**config.mk**
```make
export PLATFORM = sky130hd
export DESIGN_NAME = ex_muldiv_unit
export DESIGN_NICKNAME = d
export VERILOG_FILES = /design/src/rtl/ex_pkg.sv /design/src/rtl/muldiv_iter.sv /design/src/rtl/ex_muldiv_unit.sv
export SDC_FILE = /design/constraint.sdc
export NUM_CORES = 1
export LEC_CHECK = 0
export BUFFER_PORTS_ARGS = -buffer_cell sky130_fd_sc_hd__clkbuf_2
export CAP_MARGIN = 10
export CORE_UTILIZATION = 31
export CTS_BUF_LIST = sky130_fd_sc_hd__clkbuf_2
export DETAILED_ROUTE_END_ITERATION = 8
export PLACE_DENSITY = 0.49
export SETUP_SLACK_MARGIN = 0.05
export SLEW_MARGIN = 30
export SYNTH_ARGS = -nofsm -noshare
export SYNTH_HDL_FRONTEND = slang
export SYNTH_SLANG_ARGS = --single-unit
```
**constraint.sdc**
```tcl
create_clock -name CLK -period 3.91 [get_ports CLK]
set_input_delay 0.782 -clock CLK [delete_from_list [all_inputs] [get_ports CLK]]
set_output_delay 0.782 -clock CLK [all_outputs]
set_load 0.05 [all_outputs]
```
**src/rtl/ex_pkg.sv**
```systemverilog
// ex_pkg: shared EX-stage constants.
//  - MIPS funct codes for the HI/LO and multiply/divide instructions
//    (also consumed by the ALU decoder).
//  - State encoding of the iterative multiply/divide unit.
package ex_pkg;

  localparam int unsigned FUNCT_W = 6;

  // HI/LO move instructions
  localparam logic [FUNCT_W-1:0] FN_MFHI  = 6'h10;
  localparam logic [FUNCT_W-1:0] FN_MTHI  = 6'h11;
  localparam logic [FUNCT_W-1:0] FN_MFLO  = 6'h12;
  localparam logic [FUNCT_W-1:0] FN_MTLO  = 6'h13;

  // Multi-cycle arithmetic
  localparam logic [FUNCT_W-1:0] FN_MULT  = 6'h18;
  localparam logic [FUNCT_W-1:0] FN_MULTU = 6'h19;
  localparam logic [FUNCT_W-1:0] FN_DIV   = 6'h1A;
  localparam logic [FUNCT_W-1:0] FN_DIVU  = 6'h1B;

  // Multiply/divide sequencer states
  typedef enum logic [1:0] {
    MD_IDLE = 2'd0,
    MD_RUN  = 2'd1,
    MD_FIX  = 2'd2
  } md_state_e;

endpackage : ex_pkg

```
**src/rtl/muldiv_iter.sv**
```systemverilog
// muldiv_iter: combinational STEP-bit slice of the iterative multiply/divide.
//  Multiply (shift-add): {acc,aux} is the partial product, aux shifts the
//  multiplier out LSB first; opnd is the multiplicand magnitude.
//  Divide (restoring): acc is the partial remainder, aux shifts the dividend
//  out MSB first and collects quotient bits; opnd is the divisor magnitude.
// Ports:
//  is_div_i  select divide step (1) or multiply step (0)
//  acc_i/o   WIDTH+1-bit accumulator / partial remainder
//  aux_i/o   WIDTH-bit multiplier-shift / dividend-quotient register
//  opnd_i    WIDTH+1-bit multiplicand / divisor magnitude
module muldiv_iter #(
  parameter int unsigned WIDTH = 32,
  parameter int unsigned STEP  = 1
) (
  input  logic             is_div_i,
  input  logic [WIDTH:0]   acc_i,
  input  logic [WIDTH-1:0] aux_i,
  input  logic [WIDTH:0]   opnd_i,
  output logic [WIDTH:0]   acc_o,
  output logic [WIDTH-1:0] aux_o
);

  logic [WIDTH:0]   acc;
  logic [WIDTH-1:0] aux;
  logic [WIDTH+1:0] sum;
  logic [WIDTH:0]   rem;

  // Unrolled STEP iterations of the radix-2 step
  always_comb begin
    acc = acc_i;
    aux = aux_i;
    sum = '0;
    rem = '0;
    for (int i = 0; i < int'(STEP); i++) begin
      if (!is_div_i) begin
        // Add multiplicand when the current multiplier bit is set, then
        // shift the whole {acc,aux} product right by one.
        sum = {1'b0, acc} + (aux[0] ? {1'b0, opnd_i} : (WIDTH+2)'(0));
        aux = {sum[0], aux[WIDTH-1:1]};
        acc = sum[WIDTH+1:1];
      end else begin
        // Bring in the next dividend bit; subtract divisor when it fits.
        rem = {acc[WIDTH-1:0], aux[WIDTH-1]};
        aux = {aux[WIDTH-2:0], 1'b0};
        if (rem >= opnd_i) begin
          rem    = rem - opnd_i;
          aux[0] = 1'b1;
        end
        acc = rem;
      end
    end
  end

  assign acc_o = acc;
  assign aux_o = aux;

endmodule : muldiv_iter

```
**src/rtl/ex_muldiv_unit.sv**
```systemverilog
// ex_muldiv_unit: iterative multiply/divide unit with architectural HI/LO.
//  MULT/MULTU/DIV/DIVU run WIDTH/STEP iteration cycles plus one sign-fix
//  cycle; MFHI/MFLO/MTHI/MTLO are served when the unit is not busy.
//  STEP (1, 2 or 4) must divide WIDTH.
// Ports:
//  CLK, RST        clock, synchronous active-high reset
//  Start, Funct    request valid + MIPS funct code
//  Rdata1, Rdata2  rs / rt operands, captured at acceptance
//  Result          MFHI -> HI, MFLO -> LO, else 0 (combinational)
//  Busy, Done      operation in flight / one-cycle completion pulse
//  Stall           Start & Busy (combinational)
//  HI, LO          architectural registers
module ex_muldiv_unit
  import ex_pkg::*;
#(
  parameter int unsigned WIDTH = 32,
  parameter int unsigned STEP  = 1
) (
  input  logic               CLK,
  input  logic               RST,
  input  logic               Start,
  input  logic [FUNCT_W-1:0] Funct,
  input  logic [WIDTH-1:0]   Rdata1,
  input  logic [WIDTH-1:0]   Rdata2,
  output logic [WIDTH-1:0]   Result,
  output logic               Busy,
  output logic               Done,
  output logic               Stall,
  output logic [WIDTH-1:0]   HI,
  output logic [WIDTH-1:0]   LO
);

  localparam int unsigned NITER = WIDTH / STEP;
  localparam int unsigned CNT_W = $clog2(NITER + 1);
  localparam int unsigned MAG_W = WIDTH + 1;
  localparam int unsigned PRD_W = 2 * WIDTH;

  md_state_e        state_q, state_d;
  logic [CNT_W-1:0] cnt_q, cnt_d;
  logic [MAG_W-1:0] acc_q, acc_d;
  logic [MAG_W-1:0] opnd_q, opnd_d;
  logic [WIDTH-1:0] aux_q, aux_d;
  logic [WIDTH-1:0] hi_q, hi_d;
  logic [WIDTH-1:0] lo_q, lo_d;
  logic             is_div_q, is_div_d;
  logic             negq_q, negq_d;   // product / quotient negate
  logic             negr_q, negr_d;   // remainder negate
  logic             busy_q, busy_d;
  logic             done_q, done_d;

  // Operand decode: signed ops work on WIDTH+1-bit magnitudes so that
  // |min-int| is representable.
  logic             op_signed;
  logic             sgn1, sgn2;
  logic [MAG_W-1:0] mag1, mag2;
  logic             div_by_zero;

  assign op_signed   = (Funct == FN_MULT) || (Funct == FN_DIV);
  assign sgn1        = op_signed & Rdata1[WIDTH-1];
  assign sgn2        = op_signed & Rdata2[WIDTH-1];
  assign mag1        = sgn1 ? MAG_W'(0) - {Rdata1[WIDTH-1], Rdata1} : {1'b0, Rdata1};
  assign mag2        = sgn2 ? MAG_W'(0) - {Rdata2[WIDTH-1], Rdata2} : {1'b0, Rdata2};
  assign div_by_zero = (Rdata2 == '0);

  // One iteration slice shared by multiply and divide
  logic [MAG_W-1:0] iter_acc;
  logic [WIDTH-1:0] iter_aux;

  muldiv_iter #(
    .WIDTH (WIDTH),
    .STEP  (STEP)
  ) u_iter (
    .is_div_i (is_div_q),
    .acc_i    (acc_q),
    .aux_i    (aux_q),
    .opnd_i   (opnd_q),
    .acc_o    (iter_acc),
    .aux_o    (iter_aux)
  );

  // Sign fix-up of the final magnitudes
  logic [PRD_W-1:0] prod, prod_fix;
  logic [WIDTH-1:0] quo_fix, rem_fix;

  assign prod     = {acc_q[WIDTH-1:0], aux_q};
  assign prod_fix = negq_q ? PRD_W'(0) - prod : prod;
  assign quo_fix  = negq_q ? WIDTH'(0) - aux_q : aux_q;
  assign rem_fix  = negr_q ? WIDTH'(0) - acc_q[WIDTH-1:0] : acc_q[WIDTH-1:0];

  // State and datapath registers
  always_ff @(posedge CLK) begin
    if (RST) begin
      state_q  <= MD_IDLE;
      cnt_q    <= '0;
      acc_q    <= '0;
      opnd_q   <= '0;
      aux_q    <= '0;
      hi_q     <= '0;
      lo_q     <= '0;
      is_div_q <= 1'b0;
      negq_q   <= 1'b0;
      negr_q   <= 1'b0;
      busy_q   <= 1'b0;
      done_q   <= 1'b0;
    end else begin
      state_q  <= state_d;
      cnt_q    <= cnt_d;
      acc_q    <= acc_d;
      opnd_q   <= opnd_d;
      aux_q    <= aux_d;
      hi_q     <= hi_d;
      lo_q     <= lo_d;
      is_div_q <= is_div_d;
      negq_q   <= negq_d;
      negr_q   <= negr_d;
      busy_q   <= busy_d;
      done_q   <= done_d;
    end
  end

  // Next-state and datapath control
  always_comb begin
    state_d  = state_q;
    cnt_d    = cnt_q;
    acc_d    = acc_q;
    opnd_d   = opnd_q;
    aux_d    = aux_q;
    hi_d     = hi_q;
    lo_d     = lo_q;
    is_div_d = is_div_q;
    negq_d   = negq_q;
    negr_d   = negr_q;
    busy_d   = busy_q;
    done_d   = 1'b0;

    unique case (state_q)
      MD_IDLE: begin
        if (Start) begin
          case (Funct)
            FN_MTHI: hi_d = Rdata1;
            FN_MTLO: lo_d = Rdata1;
            FN_MULT, FN_MULTU: begin
              state_d  = MD_RUN;
              busy_d   = 1'b1;
              cnt_d    = CNT_W'(NITER);
              is_div_d = 1'b0;
              acc_d    = '0;
              aux_d    = mag2[WIDTH-1:0];
              opnd_d   = mag1;
              negq_d   = sgn1 ^ sgn2;
              negr_d   = 1'b0;
            end
            FN_DIV, FN_DIVU: begin
              busy_d   = 1'b1;
              is_div_d = 1'b1;
              if (div_by_zero) begin
                // Preload the fixed divide-by-zero answer and skip RUN.
                state_d = MD_FIX;
                acc_d   = {1'b0, Rdata1};
                aux_d   = '1;
                opnd_d  = '0;
                negq_d  = 1'b0;
                negr_d  = 1'b0;
              end else begin
                state_d = MD_RUN;
                cnt_d   = CNT_W'(NITER);
                acc_d   = '0;
                aux_d   = mag1[WIDTH-1:0];
                opnd_d  = mag2;
                negq_d  = sgn1 ^ sgn2;
                negr_d  = sgn1;
              end
            end
            default: ;
          endcase
        end
      end

      MD_RUN: begin
        acc_d = iter_acc;
        aux_d = iter_aux;
        cnt_d = cnt_q - CNT_W'(1);
        if (cnt_q == CNT_W'(1)) begin
          state_d = MD_FIX;
        end
      end

      MD_FIX: begin
        if (is_div_q) begin
          hi_d = rem_fix;
          lo_d = quo_fix;
        end else begin
          hi_d = prod_fix[PRD_W-1:WIDTH];
          lo_d = prod_fix[WIDTH-1:0];
        end
        state_d = MD_IDLE;
        busy_d  = 1'b0;
        done_d  = 1'b1;
      end

      default: begin
        state_d = MD_IDLE;
        busy_d  = 1'b0;
      end
    endcase
  end

  // HI/LO read port and pipeline hold
  assign Result = (Funct == FN_MFHI) ? hi_q :
                  (Funct == FN_MFLO) ? lo_q : '0;
  assign Stall  = Start & busy_q;

  assign Busy = busy_q;
  assign Done = done_q;
  assign HI   = hi_q;
  assign LO   = lo_q;

endmodule : ex_muldiv_unit

```
**Word level (Yosys, flattened, before mapping)**

Cells that the tools add are included.

- Bits of input ports: 73
- Word-level logic and storage cells: 108
- Register bits: 175

- Reduce and logical (&&, ||, !) cells: 16
- $add $sub $neg: 8
- Eq/ne operators: 18
- Multiplexer cells: 48
- Bitwise gates (word level): 5
- Order comparisons: 1

Operators by type and width:

| operator | number |
|---|---|
| $mux W32 | 14 |
| $pmux W32 S2 | 4 |
| $mux W33 | 7 |
| $pmux W33 S2 | 3 |
| $sub A1 B32 Y33 const A | 2 |
| $mux W64 | 1 |
| $sub A1 B32 Y32 const A | 2 |
| $sub A1 B64 Y64 const A | 1 |
| $eq A6 B5 Y1 const B | 8 |
| $add A33 B34 Y34 | 1 |
| $ge A33 B33 Y1 | 1 |
| $sub A33 B33 Y33 | 1 |
| $logic_not A32 Y1 | 1 |
| $pmux W6 S2 | 2 |
| $reduce_and A3 Y1 | 6 |
| $mux W6 | 2 |
| $pmux W1 S2 | 4 |
| $pmux W2 S2 | 2 |
| $eq A6 B1 Y1 const B | 1 |
| $mux W1 | 6 |
| $mux W2 | 3 |
| $ne A2 B2 Y1 const B | 3 |
| $reduce_bool A2 Y1 | 3 |
| $sub A6 B1 Y6 const B | 1 |
| other kinds (13) | 17 |

**Depth between registers and ports, before layout**

Gate-level depths: netlist of run 1.

- Depth after elaboration: 8
- Gate-level depth with buffers: 14
- Depth with buffers taken out: 13

**By module**

From an unflattened synthesis of run 1, not the netlist that was laid out.

- Cells, all modules: 2196
- Area, all modules: 16440.8 um^2

By module, submodules not included:

| module | instances | area an instance (um^2) | cells an instance | seq. area each (um^2) |
|---|---|---|---|---|
| ex_muldiv_unit | 1 | 11633.7 | 1485 | 3503.4 |
| muldiv_iter | 1 | 4807.1 | 711 | 0.0 |

**Worst setup path after synthesis of run 1**

Ideal clock, no wire load.

- Path kind: register to register
- Start point: register acc_q[2]
- End point: register acc_q[30]
- Setup time: 0.122 ns
- Buffers on the path: 2
- Path slack: 0.424 ns
- Required time: 3.788 ns
- Cell stages (with the launch flop): 12
- Arrival: 3.365 ns
- Path through: dfxtp_1 ha_1 a21o_1 a21oi_1 a211oi_1 o311ai_0 a21oi_1 nor3_1 clkbuf_1 clkbuf_1 nor2_1 a221o_1

- Longest elaborated chain between the ends: 4

Ends and longest elaborated chain:

| what | line | RTL |
|---|---|---|
| start, declared | ex_muldiv_unit.sv:40 | `logic [MAG_W-1:0] acc_q, acc_d;` |
| start signal, assigned | ex_muldiv_unit.sv:95 | `acc_q <= '0;` |
| start signal, assigned | ex_muldiv_unit.sv:108 | `acc_q <= acc_d;` |
| $sub A33 B33 Y33 or $ge A33 B33 Y1 (tied branches) | muldiv_iter.sv:46, muldiv_iter.sv:45 |  |
| $mux W33 | muldiv_iter.sv:45 | `if (rem >= opnd_i) begin` |
| $mux W33 * | muldiv_iter.sv:35 | `if (!is_div_i) begin` |
| $pmux W33 S2 * | ex_muldiv_unit.sv:136 | `unique case (state_q)` |

Every way passes the cells marked *; elsewhere a longest branch is shown, timed or not.
A chain may end at the register's enable or synchronous reset.

**Worst setup path in the final report of run 1**

- Start point: register aux_q[19]
- End point: register hi_q[30] (netlist: HI[30])

- Longest elaborated chain between the ends: 4

Ends and longest elaborated chain:

| what | line | RTL |
|---|---|---|
| start, declared | ex_muldiv_unit.sv:42 | `logic [WIDTH-1:0] aux_q, aux_d;` |
| start signal, assigned | ex_muldiv_unit.sv:110 | `aux_q <= aux_d;` |
| $sub A1 B64 Y64 | ex_muldiv_unit.sv:86 | `assign prod_fix = negq_q ? PRD_W'(0) - prod : prod;` |
| $mux W64 | ex_muldiv_unit.sv:86 |  |
| $mux W32 | ex_muldiv_unit.sv:189 | `if (is_div_q) begin` |
| $pmux W32 S2 | ex_muldiv_unit.sv:136 |  |
| end signal, assigned | ex_muldiv_unit.sv:111 | `hi_q <= hi_d;` |
| end, declared | ex_muldiv_unit.sv:43 | `logic [WIDTH-1:0] hi_q, hi_d;` |

Every way passes these cells.

==> results_dict.tcl, run 1 <==
set metrics [dict create \
    cts-buffers-inserted 17 \
    critPathBufInv 1 \
    path_delay_family "simple AND/OR/NAND/NOR gates" \
    dr.pass1.iters 6 \
    wirelength_um 78500 \
    start_util 0.315 \
    avgViaCountPerCell 5.95 \
    synth-seq-cells 175 \
    hold_ws_ps 207 \
    ir_drop_v 0.000204 \
    drv_cap 0 \
    design_area_mm2 0.0184 \
    hold_buffers 0 \
    nNetsFinal 2452 \
    synthCells 2130 \
    cts_tree "done" \
    grt_remaining_overflow 0 \
    synthesis.area_mm2 0.0158 \
    dieArea_mm2 0.0519 \
    core_mm2 0.0503 \
    p_per_area_mw_per_mm2 256 \
    io_buffers 171 \
    crit_fanout 7 \
    start_kind "flip-flop" \
    die_y_um 228 \
    fillCellCount 5403 \
    end_kind "flip-flop" \
    place_congestion 1.03 \
    path_cells "or4_4 -> nor4_4 -> or4b_1 -> buf_4 -> o31a_1 -> nor4_1 -> a21oi_1 -> xor2_1 -> nor2_1 -> a211oi_1" \
    grt_pass1_wl_um 113000 \
    num_vias 17818 \
    dpl_cell_area_mm2 0.0181 \
    cts_root_buffer "clkbuf_2" \
    yosys.cell_types.count 77 \
    async_flop_share 0 \
    power_w 0.00470 \
    drive_gt1_frac 0.171 \
    area_delta_synth_final_pct 16.3 \
    drv_slew 0 \
    critical_path_class "reg -> reg" \
    clkSinkCount 175 \
    cp.arrival_ps 4550 \
    fin_skew_ps 70.5 \
    cp_slowest_cell "or4_4" \
    place_ws_ps -7.53 \
    grt_max_degree 74 \
    rsz0062_at_grt "false" \
    first_iter_violations 2112 \
    hold_class "in -> reg" \
    synth_enable_flop_cells 0 \
    tightest_slew_ps 800 \
    syn_nets 2277 \
    setup_slack_ps 215 \
    synth_seq_area_share 0.222 \
    syn_avg_cell_area_um2 7.42 \
    setup_viol 0 \
    clkTransAtPathRegs_ps 310 \
    antenna_found_initial 3 \
    fin_setup_tns_ps 0 \
    maxSlewHeadroom 0.463 \
    ioPinCount 172 \
    hpwl_um 61200 \
    finalHoldViolations 0 \
    antenna_left 0 \
    clockBufferDepth 2 \
    status "completed" \
    fmax_ghz 0.271 \
    avgRoutedWirePerCell_um 26.2 \
    dominantRegCellSynth "dfxtp_1" \
    grt_pass1_vias 16171 \
    die_w_um 228 \
    htree_levels 4 \
    max_stage_delay_ps 630 \
    finalCriticalPeriod_ps 3690 \
    crit_required_ps 4770 \
    remaining_drc_errors 0 \
    power.static_leakage_nw 7.65 \
    clk-insertion-delay-late_ps 960 \
    rows 82 \
    ys_warn_count 0 \
    grt_use_total 0.293 \
    period_share 0.945 \
]
[through the flow]
stage / utilization / instances
final: 0.366 / 2993
after global routing: 0.366 / 2992
after CTS: 0.365 / 2990
after detailed placement: 0.359 / 2958
after global placement: 0.359 / 2958
after floorplan: - / 2130
[where the power goes]
group,switching [W],internal [W]
Clock,0.000781,0.000504
Combinational,0.000977,0.000575
Sequential,0.0000426,0.00182
[synth_stat cells (16+ instances only)]
cell type	count	area [µm²]
a211oi_1	96	721
a21o_1	37	278
a21oi_1	168	841
a221oi_1	31	272
a311oi_1	16	140
a31oi_1	25	156
and3_1	16	100
buf_1	18	67.6
clkbuf_1	131	492
dfxtp_1	175	3500
ha_1	72	901
inv_1	61	229
mux2_2	20	225
mux2i_1	123	1230
nand2_1	147	552
nand2b_1	19	119
nand3_1	33	165
nor2_1	306	1150
nor3_1	72	360
nor4_1	21	131
o211ai_1	19	143
o21ai_0	91	455
o31ai_1	20	150
or3_1	18	113
xnor2_1	117	1020
xor2_1	54	473
[worst reg2reg max path, stage by stage (launching register included)]
cell and delay [ps]:
dfxtp_1 500, or4_4 630, nor4_4 300, or4b_1 500, buf_4 180, o31a_1 420, nor4_1 470, a21oi_1 150
xor2_1 180, nor2_1 70, a211oi_1 200
[routing by layer]
metal | vias up | track usage | wire (µm)
met2 | 920 | 0.436 | 33300
met4 | 0 | 0.137 | 3490
li1 | 8176 | - | -
met1 | 8591 | 0.415 | 35600
met5 | - | 0 | 0
met3 | 131 | 0.0393 | 6150
[timing repair]
item / 4_1_cts / 5_1_grt
endpoints found under the hold margin: 0 / 0
gates resized for setup: 0 / 3
setup endpoints to repair: 0 / 30
setup buffers: 0 / 0
[final timing paths]
| check | startpoint | endpoint | slack, ps | cells after the start |
|---|---|---|---|---|
| min | RST | opnd_q[29] | 210 | 2 |
| max reg2reg | aux_q[19] | HI[30] | 220 | 10 |
| min reg2reg | opnd_q[7] | opnd_q[7] | 470 | 2 |
| max | aux_q[19] | HI[30] | 220 | 10 |
[area by class of cell]
class / count / area (µm²) / share of cell area
timing repair buffer: 310 / 1960 / 0.106
multi-input combinational: 1740 / 11500 / 0.628
clock buffer: 20 / 100 / 0.00544
sequential: 175 / 3500 / 0.191
inverter: 61 / 229 / 0.0124
antenna: 3 / 7.51 / 0.000408
tap: 672 / 841 / 0.0457
clock inverter: 12 / 206 / 0.0112
[kinds of logic after synthesis]
kind of cell / share of synthesized area
buf+inv: 0.0518
flops: 0.222
compound gates: 0.266
fa+ha+maj: 0.0595
mux: 0.0921
simple gates: 0.214
xor+xnor: 0.0947
[sequential cells by signal, summed over array words and instances, names as in the netlist]
name / flops
Done: 1
is_div_q: 1
opnd_q: 33
aux_q: 32
negq_q: 1
LO: 32
negr_q: 1
acc_q: 33
HI: 32
state_q: 2
cnt_q: 6
Busy: 1
[cells in the final DEF (no fill, tap or decap), types with 16 or more instances in the layout]
master	count
nor2_1	302
clkbuf_2	190
dfxtp_1	174
a21oi_1	168
nand2_1	147
buf_4	135
mux2i_1	123
xnor2_1	117
a211oi_1	95
o21ai_0	91
ha_1	72
nor3_1	71
inv_1	61
xor2_1	54
a21o_1	37
nand3_1	33
a221oi_1	31
a31oi_1	25
nor4_1	21
mux2_2	20
o31ai_1	20
o211ai_1	19
nand2b_1	18
or3_1	18
and3_1	16
a311oi_1	16
(Power assumes the default switching activity.)
==> run 2, diff against run 1 <==
REMOVE_ABC_BUFFERS = 1   (was default)
==> run 2 against run 1 <==
Against the previous run:
- final cell count is 1.2% lower
- clock skew rose by 15 ps
- wire length fell by 10%
- highest routed layer is now met5
==> results_dict.tcl, run 2 (synthesized netlist as in run 1, its figures left out) <==
set metrics [dict create \
    maxSlewHeadroom 0.317 \
    design_area_mm2 0.0181 \
    hold_path_depth 4 \
    cts_tree "done" \
    mostFrequentLayoutCells "nor2_1 (302), clkbuf_2 (188), dfxtp_1 (174)" \
    remaining_drc_errors 0 \
    r2r_cells 9 \
    hpwl_um 54000 \
    die_y_um 228 \
    fmax_ghz 0.269 \
    clockBufferDepth 2 \
    nNetsFinal 2418 \
    avgViaCountPerCell 5.81 \
    finalHoldViolations 0 \
    end_kind "flip-flop" \
    cp.depth 9 \
    area_delta_synth_final_pct 14.2 \
    p_per_area_mw_per_mm2 241 \
    grt_pass1_vias 16248 \
    io_buffers 171 \
    power_w 0.00435 \
    hold_class "in -> reg" \
    first_iter_violations 1534 \
    wirelength_um 70300 \
    drv_cap 0 \
    core_mm2 0.0503 \
    crit_fanout 8 \
    drive_gt1_frac 0.158 \
    critical_path_class "reg -> reg" \
    finalCriticalPeriod_ps 3720 \
    place_congestion 0.950 \
    start_kind "flip-flop" \
    antenna_found_initial 2 \
    crit_required_ps 4680 \
    clkTransAtPathRegs_ps 290 \
    rows 82 \
    ir_drop_v 0.000165 \
    cts-buffers-inserted 17 \
    ioPinCount 172 \
    dieArea_mm2 0.0519 \
    cts_root_buffer "clkbuf_2" \
    rsz0062_at_grt "false" \
    power.static_leakage_nw 7.43 \
    grt_use_total 0.265 \
    fin_skew_ps 85.0 \
    start_util 0.315 \
    period_share 0.951 \
    hold_buffers 0 \
    dr.pass1.iters 6 \
    max_stage_delay_ps 640 \
    grt_remaining_overflow 0 \
    grt_pass1_wl_um 105000 \
    setup_viol 0 \
    path_delay_family "simple AND/OR/NAND/NOR gates" \
    ctsResizeCount 0 \
    status "completed" \
    path_cells "or4_4 -> nor4_4 -> or4b_1 -> or3_4 -> o21bai_2 -> a32oi_1 -> and3_1 -> or4_1 -> a21oi_1" \
    clk-insertion-delay-late_ps 900 \
    die_w_um 228 \
    drv_slew 0 \
    postCtsSetupRepairBufs 0 \
    htree_levels 4 \
    clkSinkCount 175 \
    antenna_left 0 \
    grt_max_degree 82 \
    cp.arrival_ps 4490 \
    utilization 0.359 \
    cp_slowest_cell "or4b_1" \
    place_ws_ps 120 \
    dpl_cell_area_mm2 0.0178 \
    tightest_slew_ps 1020 \
    setup_slack_ps 190 \
    final_common_cell "nor2_1" \
    avgRoutedWirePerCell_um 23.8 \
    largestRegisters "acc_q (33), opnd_q (33)" \
    critPathBufInv 0 \
    num_vias 17180 \
]
-- run 2: path summary, 6_finish.rpt --
check              from         end  slack [ps]
max reg2reg   aux_q[19]       HI[9]         190
max           aux_q[19]       HI[9]         190
min            Funct[0]      negq_q         270
min reg2reg  opnd_q[18]  opnd_q[18]         470
-- run 2: per-stage QoR --
stage / hold slack, ps / instances / setup TNS, ps
2_1_floorplan: 426 / 1976 / -47420
3_3_place_gp: 442 / 2924 / 0
3_5_place_dp: 449 / 2924 / 0
4_1_cts: 217 / 2956 / 0
5_1_grt: 203 / 2957 / 0
6_report: 275 / 2957 / 0
-- run 2: cell type report --
class / instances / area [µm²]
Sequential cell: 175 / 3510
Tap cell: 672 / 841
Fill cell: 5445 / 32200
Clock inverter: 14 / 116
Antenna cell: 1 / 2.50
Inverter: 61 / 229
Clock buffer: 18 / 90.1
Timing Repair Buffer: 276 / 1730
Multi-Input combinational cell: 1740 / 11600
-- run 2: per-layer routing --
layer	vias to the layer above	share of wire	GRT usage	routed length, µm
li1	8071	-	-	-
met1	8321	0.46	0.364	32100
met2	675	0.44	0.412	31000
met3	111	0.062	0.0389	4390
met4	2	0.040	0.108	2840
met5	-	0.00013	0	9
-- run 2: power breakdown --
part / switching [W] / leakage [nW] / internal [W] / total [W]
clock network: 0.000760 / 0.128 / 0.000231 / 0.000992
logic: 0.000923 / 5.88 / 0.000570 / 0.00149
registers: 0.0000437 / 1.41 / 0.00182 / 0.00187
-- run 2: worst reg2reg max path, stage by stage, from the launching register on --
cell and delay [ps]:
dfxtp_1 480, or4_4 600, nor4_4 220, or4b_1 640, or3_4 490, o21bai_2 150
a32oi_1 150, and3_1 250, or4_1 500, a21oi_1 160
